==> src/rtl/run_detector_p.sv <==
// run_detector_p: counts runs of consecutive ones on a serial input.
// Provides a Mealy detect (same-cycle) and a Moore detect (one cycle later),
// each with its own saturating-or-wrapping event counter.
module run_detector_p #(
  parameter int RUN_LEN = 3,
  parameter int CNT_W   = 8,
  parameter int OVERLAP = 1,
  parameter int SAT     = 1,
  localparam int SW     = $clog2(RUN_LEN + 1)
) (
  input  logic             clock,
  input  logic             reset,
  input  logic             en,
  input  logic             clr,
  input  logic             w,
  output logic             z_me,
  output logic             z_mo,
  output logic [CNT_W-1:0] count_me,
  output logic [CNT_W-1:0] count_mo,
  output logic [SW-1:0]    state
);

  localparam logic [SW-1:0] RUN_S  = SW'(RUN_LEN);
  localparam logic [SW-1:0] LAST_S = SW'(RUN_LEN - 1);
  localparam logic [SW-1:0] ONE_S  = SW'(1);
  localparam logic          OVL_B  = (OVERLAP != 0);
  localparam logic          SAT_B  = (SAT != 0);

  logic [SW-1:0] state_q, state_d;
  logic          z_me_int, z_mo_int;

  // Counter 0 tracks Mealy detections, counter 1 tracks Moore detection cycles.
  logic [CNT_W-1:0] cnt_q [2];
  logic [CNT_W-1:0] cnt_d [2];
  logic [1:0]       inc;

  // State register: run length so far, cleared by reset.
  always_ff @(posedge clock) begin
    if (reset) begin
      state_q <= '0;
    end else begin
      state_q <= state_d;
    end
  end

  // Next-state: count ones, drop to zero on a zero, hold when not enabled.
  always_comb begin
    state_d = state_q;
    if (en) begin
      if (!w) begin
        state_d = '0;
      end else if (state_q != RUN_S) begin
        state_d = state_q + ONE_S;
      end else begin
        // Disjoint mode restarts the block with this one as its first member.
        state_d = OVL_B ? RUN_S : ONE_S;
      end
    end
  end

  // Outputs: Mealy looks at the incoming bit, Moore only at the state.
  always_comb begin
    z_mo_int = (state_q == RUN_S);
    z_me_int = en & w & ((state_q == LAST_S) | (OVL_B & (state_q == RUN_S)));
  end

  assign inc[0] = z_me_int;
  assign inc[1] = en & (state_q == RUN_S);

  genvar gi;
  generate
    for (gi = 0; gi < 2; gi++) begin : g_cnt
      // Counter next value: clear wins, then increment with saturate or wrap.
      always_comb begin
        cnt_d[gi] = cnt_q[gi];
        if (clr) begin
          cnt_d[gi] = '0;
        end else if (inc[gi]) begin
          if (SAT_B && (&cnt_q[gi])) begin
            cnt_d[gi] = cnt_q[gi];
          end else begin
            cnt_d[gi] = cnt_q[gi] + CNT_W'(1);
          end
        end
      end

      // Counter register, cleared by reset.
      always_ff @(posedge clock) begin
        if (reset) begin
          cnt_q[gi] <= '0;
        end else begin
          cnt_q[gi] <= cnt_d[gi];
        end
      end
    end
  endgenerate

  assign z_me     = z_me_int;
  assign z_mo     = z_mo_int;
  assign count_me = cnt_q[0];
  assign count_mo = cnt_q[1];
  assign state    = state_q;

endmodule

==> config.mk <==
export PLATFORM = sky130hd
export DESIGN_NAME = run_detector_p
export DESIGN_NICKNAME = d
export VERILOG_FILES = /design/src/rtl/run_detector_p.sv
export SDC_FILE = /design/constraint.sdc
export NUM_CORES = 1
export LEC_CHECK = 0
export ABC_AREA = 1
export CORE_ASPECT_RATIO = 0.7
export CORE_MARGIN = 5
export CORE_UTILIZATION = 49
export CTS_CLUSTER_DIAMETER = 40
export DETAILED_ROUTE_END_ITERATION = 8
export GPL_ROUTABILITY_DRIVEN = 0
export PLACE_DENSITY_LB_ADDON = 0.2
export SYNTH_ARGS = -nofsm -noshare
export SYNTH_HDL_FRONTEND = slang
export SYNTH_SLANG_ARGS = --single-unit
==> constraint.sdc <==
create_clock -name clock -period 3.1 [get_ports clock]
set_clock_uncertainty 0.05 [all_clocks]
set_input_delay 0.31 -clock clock [delete_from_list [all_inputs] [get_ports clock]]
set_output_delay 0.31 -clock clock [all_outputs]
set_load 0.01 [all_outputs]
==> Word-level counts from Yosys, hierarchy flattened <==
Memory sizes are Yosys's and may differ from the RTL's.
Cells that the tools add are included.
{ "classes": {"addsub": 3, "eq_ne": 3, "mux": 13, "bitwise_logic": 6, "n_reduce_logical": 2} }
{ "op_table": {"columns": ["operator", "count"], "rows": [
  ["8-bit 2-to-1 mux", 8],
  ["8-bit by 1-bit adder with 8-bit output (second input constant)", 2],
  ["8-bit AND reduction", 2],
  ["2-bit == test (second input constant)", 2],
  ["2-bit 2-to-1 mux", 2],
  ["1-bit bitwise AND", 3],
  ["1-bit 2-to-1 mux", 3],
  ["1-bit OR", 3],
  ["2-bit by 1-bit adder with 2-bit output (second input constant)", 1],
  ["2-bit != test (second input constant)", 1]
]} }
{ "totals": {"regBits": 2, "ramBits": 16, "inputBits": 5, "out_inout_bits": 20, "memories": 1} }
{ "mem_list": {"columns": ["name", "depth", "word_bits", "rd", "rd_clocked_by_memory_dff", "write_ports", "line", "source"], "rows": [
  ["cnt_q", 2, 8, 2, 0, 2, "33", "logic [CNT_W-1:0] cnt_q [2];"]
]} }

==> Longest topological paths before layout <==
{ "depth": {"depth_word": 6, "mapped_depth": 8} }

==> Worst setup path after synthesis <==
No wires, ideal clock.
{ "synth_timing": {"path_type": "register to register", "start": "memory cnt_q[0][0]", "end": "memory cnt_q[0][4]", "setup_time_ns": 0.066, "arrival_ns": 1.207, "t_required_ns": 2.984, "setup_slack_ns": 1.777, "stages_incl_launch_ff": 8, "synth_period_minus_slack_ns": 1.323, "path_cell_list": "dfxtp_1 -> ha_1 -> nand2_2 -> nor2_2 -> nand2_4 -> nand2_4 -> nand2_1 -> a21oi_2"} }
{ "synth_lines": {"columns": ["item", "line"], "rows": [
  ["start: declaration", "33"]
]} }

==> Worst setup path after layout <==
{ "layout_timing": {"start": "input en", "end": "output z_me"} }
{ "layout_between": {"elab_chain_len": 2} }
{ "layout_lines": {"columns": ["item", "line", "source"], "rows": [
  ["start: declaration", "13", "input logic en,"],
  ["1-bit bitwise AND (2 in a row)", "64", "z_me_int = en & w & ((state_q == LAST_S) | (OVL_B & (state_q == RUN_S)));"],
  ["end: declaration", "16", "output logic z_me,"]
]} }
No other way between the ends.

==> summary.txt <==
Status
  • Outcome: finished, final reports clean

Die
  • Initial Util: 52.7%
  • Row count: 13
  • Die width: 63.8 um
  • Total die area: 3040 um2
  • # IOs: 25
  • Core Box Area: 1890 um2
  • Die H: 47.7 um

Place
  • Port bufs: 24
  • Detailed Place HPWL: 1.80 mm

Worst setup path
  • CP Capture Type: output port
  • CP max FO: 7
  • Critical path arrival: 1.75 ns
  • Worst r2r src: cnt_q[0][0]$_SDFFE_PP0P_
  • Critical R2R Capture: cnt_q[0][4]$_SDFFE_PP0P_
  • R2R Setup Slk: 1.67 ns
  • Critical Path Source Type: input port
  • CP Class: input port to output port
  • Worst endpoint required time: 2.74 ns
  • Reg2reg path depth: 7

Run
  • Max-cap violation count: 0

Worst hold path
  • Hold Path Origin: cnt_q[0][1]$_SDFFE_PP0P_
  • HP Class: flip-flop to flip-flop
  • Min-Delay Path Depth: 2
  • Worst Hold End: cnt_q[0][1]$_SDFFE_PP0P_

Drt
  • Via count: 1003
  • DRT iter0 DRCs: 85
  • DR pass1 iterations: 4
  • WL/cell: 11.5 um
  • DRC errors left: 0
  • Via density: 5.09
  • Total Wirelength: 2.27 mm
  • Antenna-violating nets left: 0

STA
  • Worst hold margin: 0.468 ns
  • Setup TNS: 0 ns
  • Hold Vio Cnt, Final: 0
  • Fmax: 473 MHz
  • Tcrit/Tclk final: 68.2%
  • RSZ-0062 raised after global routing: false
  • Final setup viols: 0
  • Pins Over Slew Limit: 0
  • Slew Limit Headroom: 72.0%
  • Final Critical Period: 2.11 ns
  • Worst slew pin tran: 0.419 ns

Cells and area
  • Number of antenna diodes: 0
  • Area grow syn2layout: 31.0%
  • Register area: 360 um2
  • Most common cell after layout, fill and taps aside: nand2_1
  • Layout cell share with drive strength beyond 1: 12.0%
  • Most frequent cells in the layout: nand2_1, nor2_1, clkdlybuf4s50_1
  • Fillers: 160
  • Nets: 183
  • Area taken by multi-input logic gates: 569 um2

GRT
  • Vias in the first global route: 837
  • Initial antenna violation count: 0
  • First-pass GRT wire length: 3.75 mm
  • GRT overflow: 0
  • Largest net degree at the start of global routing: 11
  • Total GRT Usage: 15.9%

Power
  • PwrDens: 307 nW/um2
  • Max IR drop VDD: 0.000373 V
  • Leakage power total: 0.523 nW

Synth
  • Sequential-to-total area share from yosys stat: 36.3%
  • Syn Nets: 154
  • Synth cell types: 22
  • Synthesized cell area: 993 um2
  • Cell count after synthesis: 147
  • Yosys warns: 0
  • Mean Syn Cell Area: 6.76 um2
  • Synth Register Bits: 18

Clocking
  • CTS Root Cell: clkbuf_4
  • Worst-Skew Late Latency: 0.29 ns
  • Clock slew at reported path FFs: 0.11 ns
  • Post-CTS setup buffer count: 0
  • Hold_buf cts: 0
  • Clock tree buffer depth: 2
  • Clock sinks: 18
  • Cts bufs inserted: 3
  • CTS tree: yes
  • Post-cts sizing count: 0
  • H-tree levels: 1
## through the flow
step	cell area (um2)	utilization (%)	total power, mW	std cells	worst slack, ns
2_1_floorplan	993	-	0.247	147	1.78
3_3_place_gp	1260	67.0	0.258	193	1.01
3_5_place_dp	1260	67.0	0.259	193	0.998
4_1_cts	1300	69.0	0.405	197	0.988
5_1_grt	1300	69.0	0.419	197	0.913
6_report	1300	69.0	0.400	197	0.986
## cells by family (layout without fill, tap and decap cells)
| group | Yosys count | in the layout | share of synthesized area, % |
|---|---|---|---|
| DFF | 18 | 18 | 36.3 |
| xor gates and xnor gates | 2 | 2 | 1.76 |
| AOI/OAI and AO/OA | 17 | 17 | 9.45 |
| and+or+nand+nor | 91 | 91 | 43.6 |
| adders and majority gates | 2 | 2 | 2.52 |
| buffers and inverters | 17 | 45 | 6.42 |
## synth_stat cells
cell | number | area share, %
nand3_1 | 14 | 7.1
xor2_1 | 2 | 1.8
nand2_1 | 36 | 14
ha_1 | 2 | 2.5
nand4_1 | 2 | 1.3
nor3_1 | 1 | 0.50
inv_2 | 2 | 0.76
o21ai_1 | 1 | 0.50
a21oi_1 | 12 | 6.0
nor2_2 | 1 | 0.63
nand3_2 | 1 | 1.0
a21oi_2 | 1 | 0.88
nor2_4 | 3 | 3.4
nor2_1 | 25 | 9.4
nand3b_1 | 1 | 0.76
clkbuf_1 | 1 | 0.38
o21ba_2 | 1 | 1.0
nand2_2 | 4 | 2.5
inv_1 | 14 | 5.3
dfxtp_1 | 18 | 36
o21ai_0 | 2 | 1.0
nand2_4 | 3 | 3.4
## critical path, cell delays in order
cell	delay, ns
clkdlybuf4s50_1	0.55
nand3_2	0.16
inv_2	0.17
clkdlybuf4s50_1	0.56
## where the power goes
part,total (mW),internal (mW),switching [mW]
sequential,0.233,0.232,0.00131
combinational,0.0206,0.0103,0.0103
clock,0.146,0.0716,0.0742
total,0.400,0.314,0.0859
## state kept, by name, summed over array words and instances (netlist names)
| name | count |
|---|---|
| cnt_q | 16 |
| state | 2 |
## cell type report
type / instances / share of cell area [%]
Multi-Input combinational cell: 112 / 43.7
Clock buffer: 4 / 2.79
Inverter: 16 / 4.62
Sequential cell: 18 / 27.7
Tap cell: 22 / 2.12
Timing Repair Buffer: 25 / 19.0
## worst max path at each step
stage | cells past startpoint | start | to
2_1_floorplan | 7 | cnt_q[0][0]$_SDFFE_PP0P_ | cnt_q[0][4]$_SDFFE_PP0P_
3_3_place_gp | 4 | en | z_me
3_5_place_dp | 4 | en | z_me
4_1_cts | 4 | en | z_me
5_1_grt | 4 | en | z_me
6_report | 4 | en | z_me
## routing by layer
metal / GRT usage (%) / share of wire, % / wire (um) / vias up
li1: - / - / - / 529
met1: 21.0 / 50 / 1130 / 439
met2: 25.9 / 43 / 976 / 33
met3: 5.63 / 6.6 / 150 / 2
met4: 2.49 / 0.49 / 11 / 0
met5: 0 / 0 / 0 / -
Power figures use the tool's default switching activity.
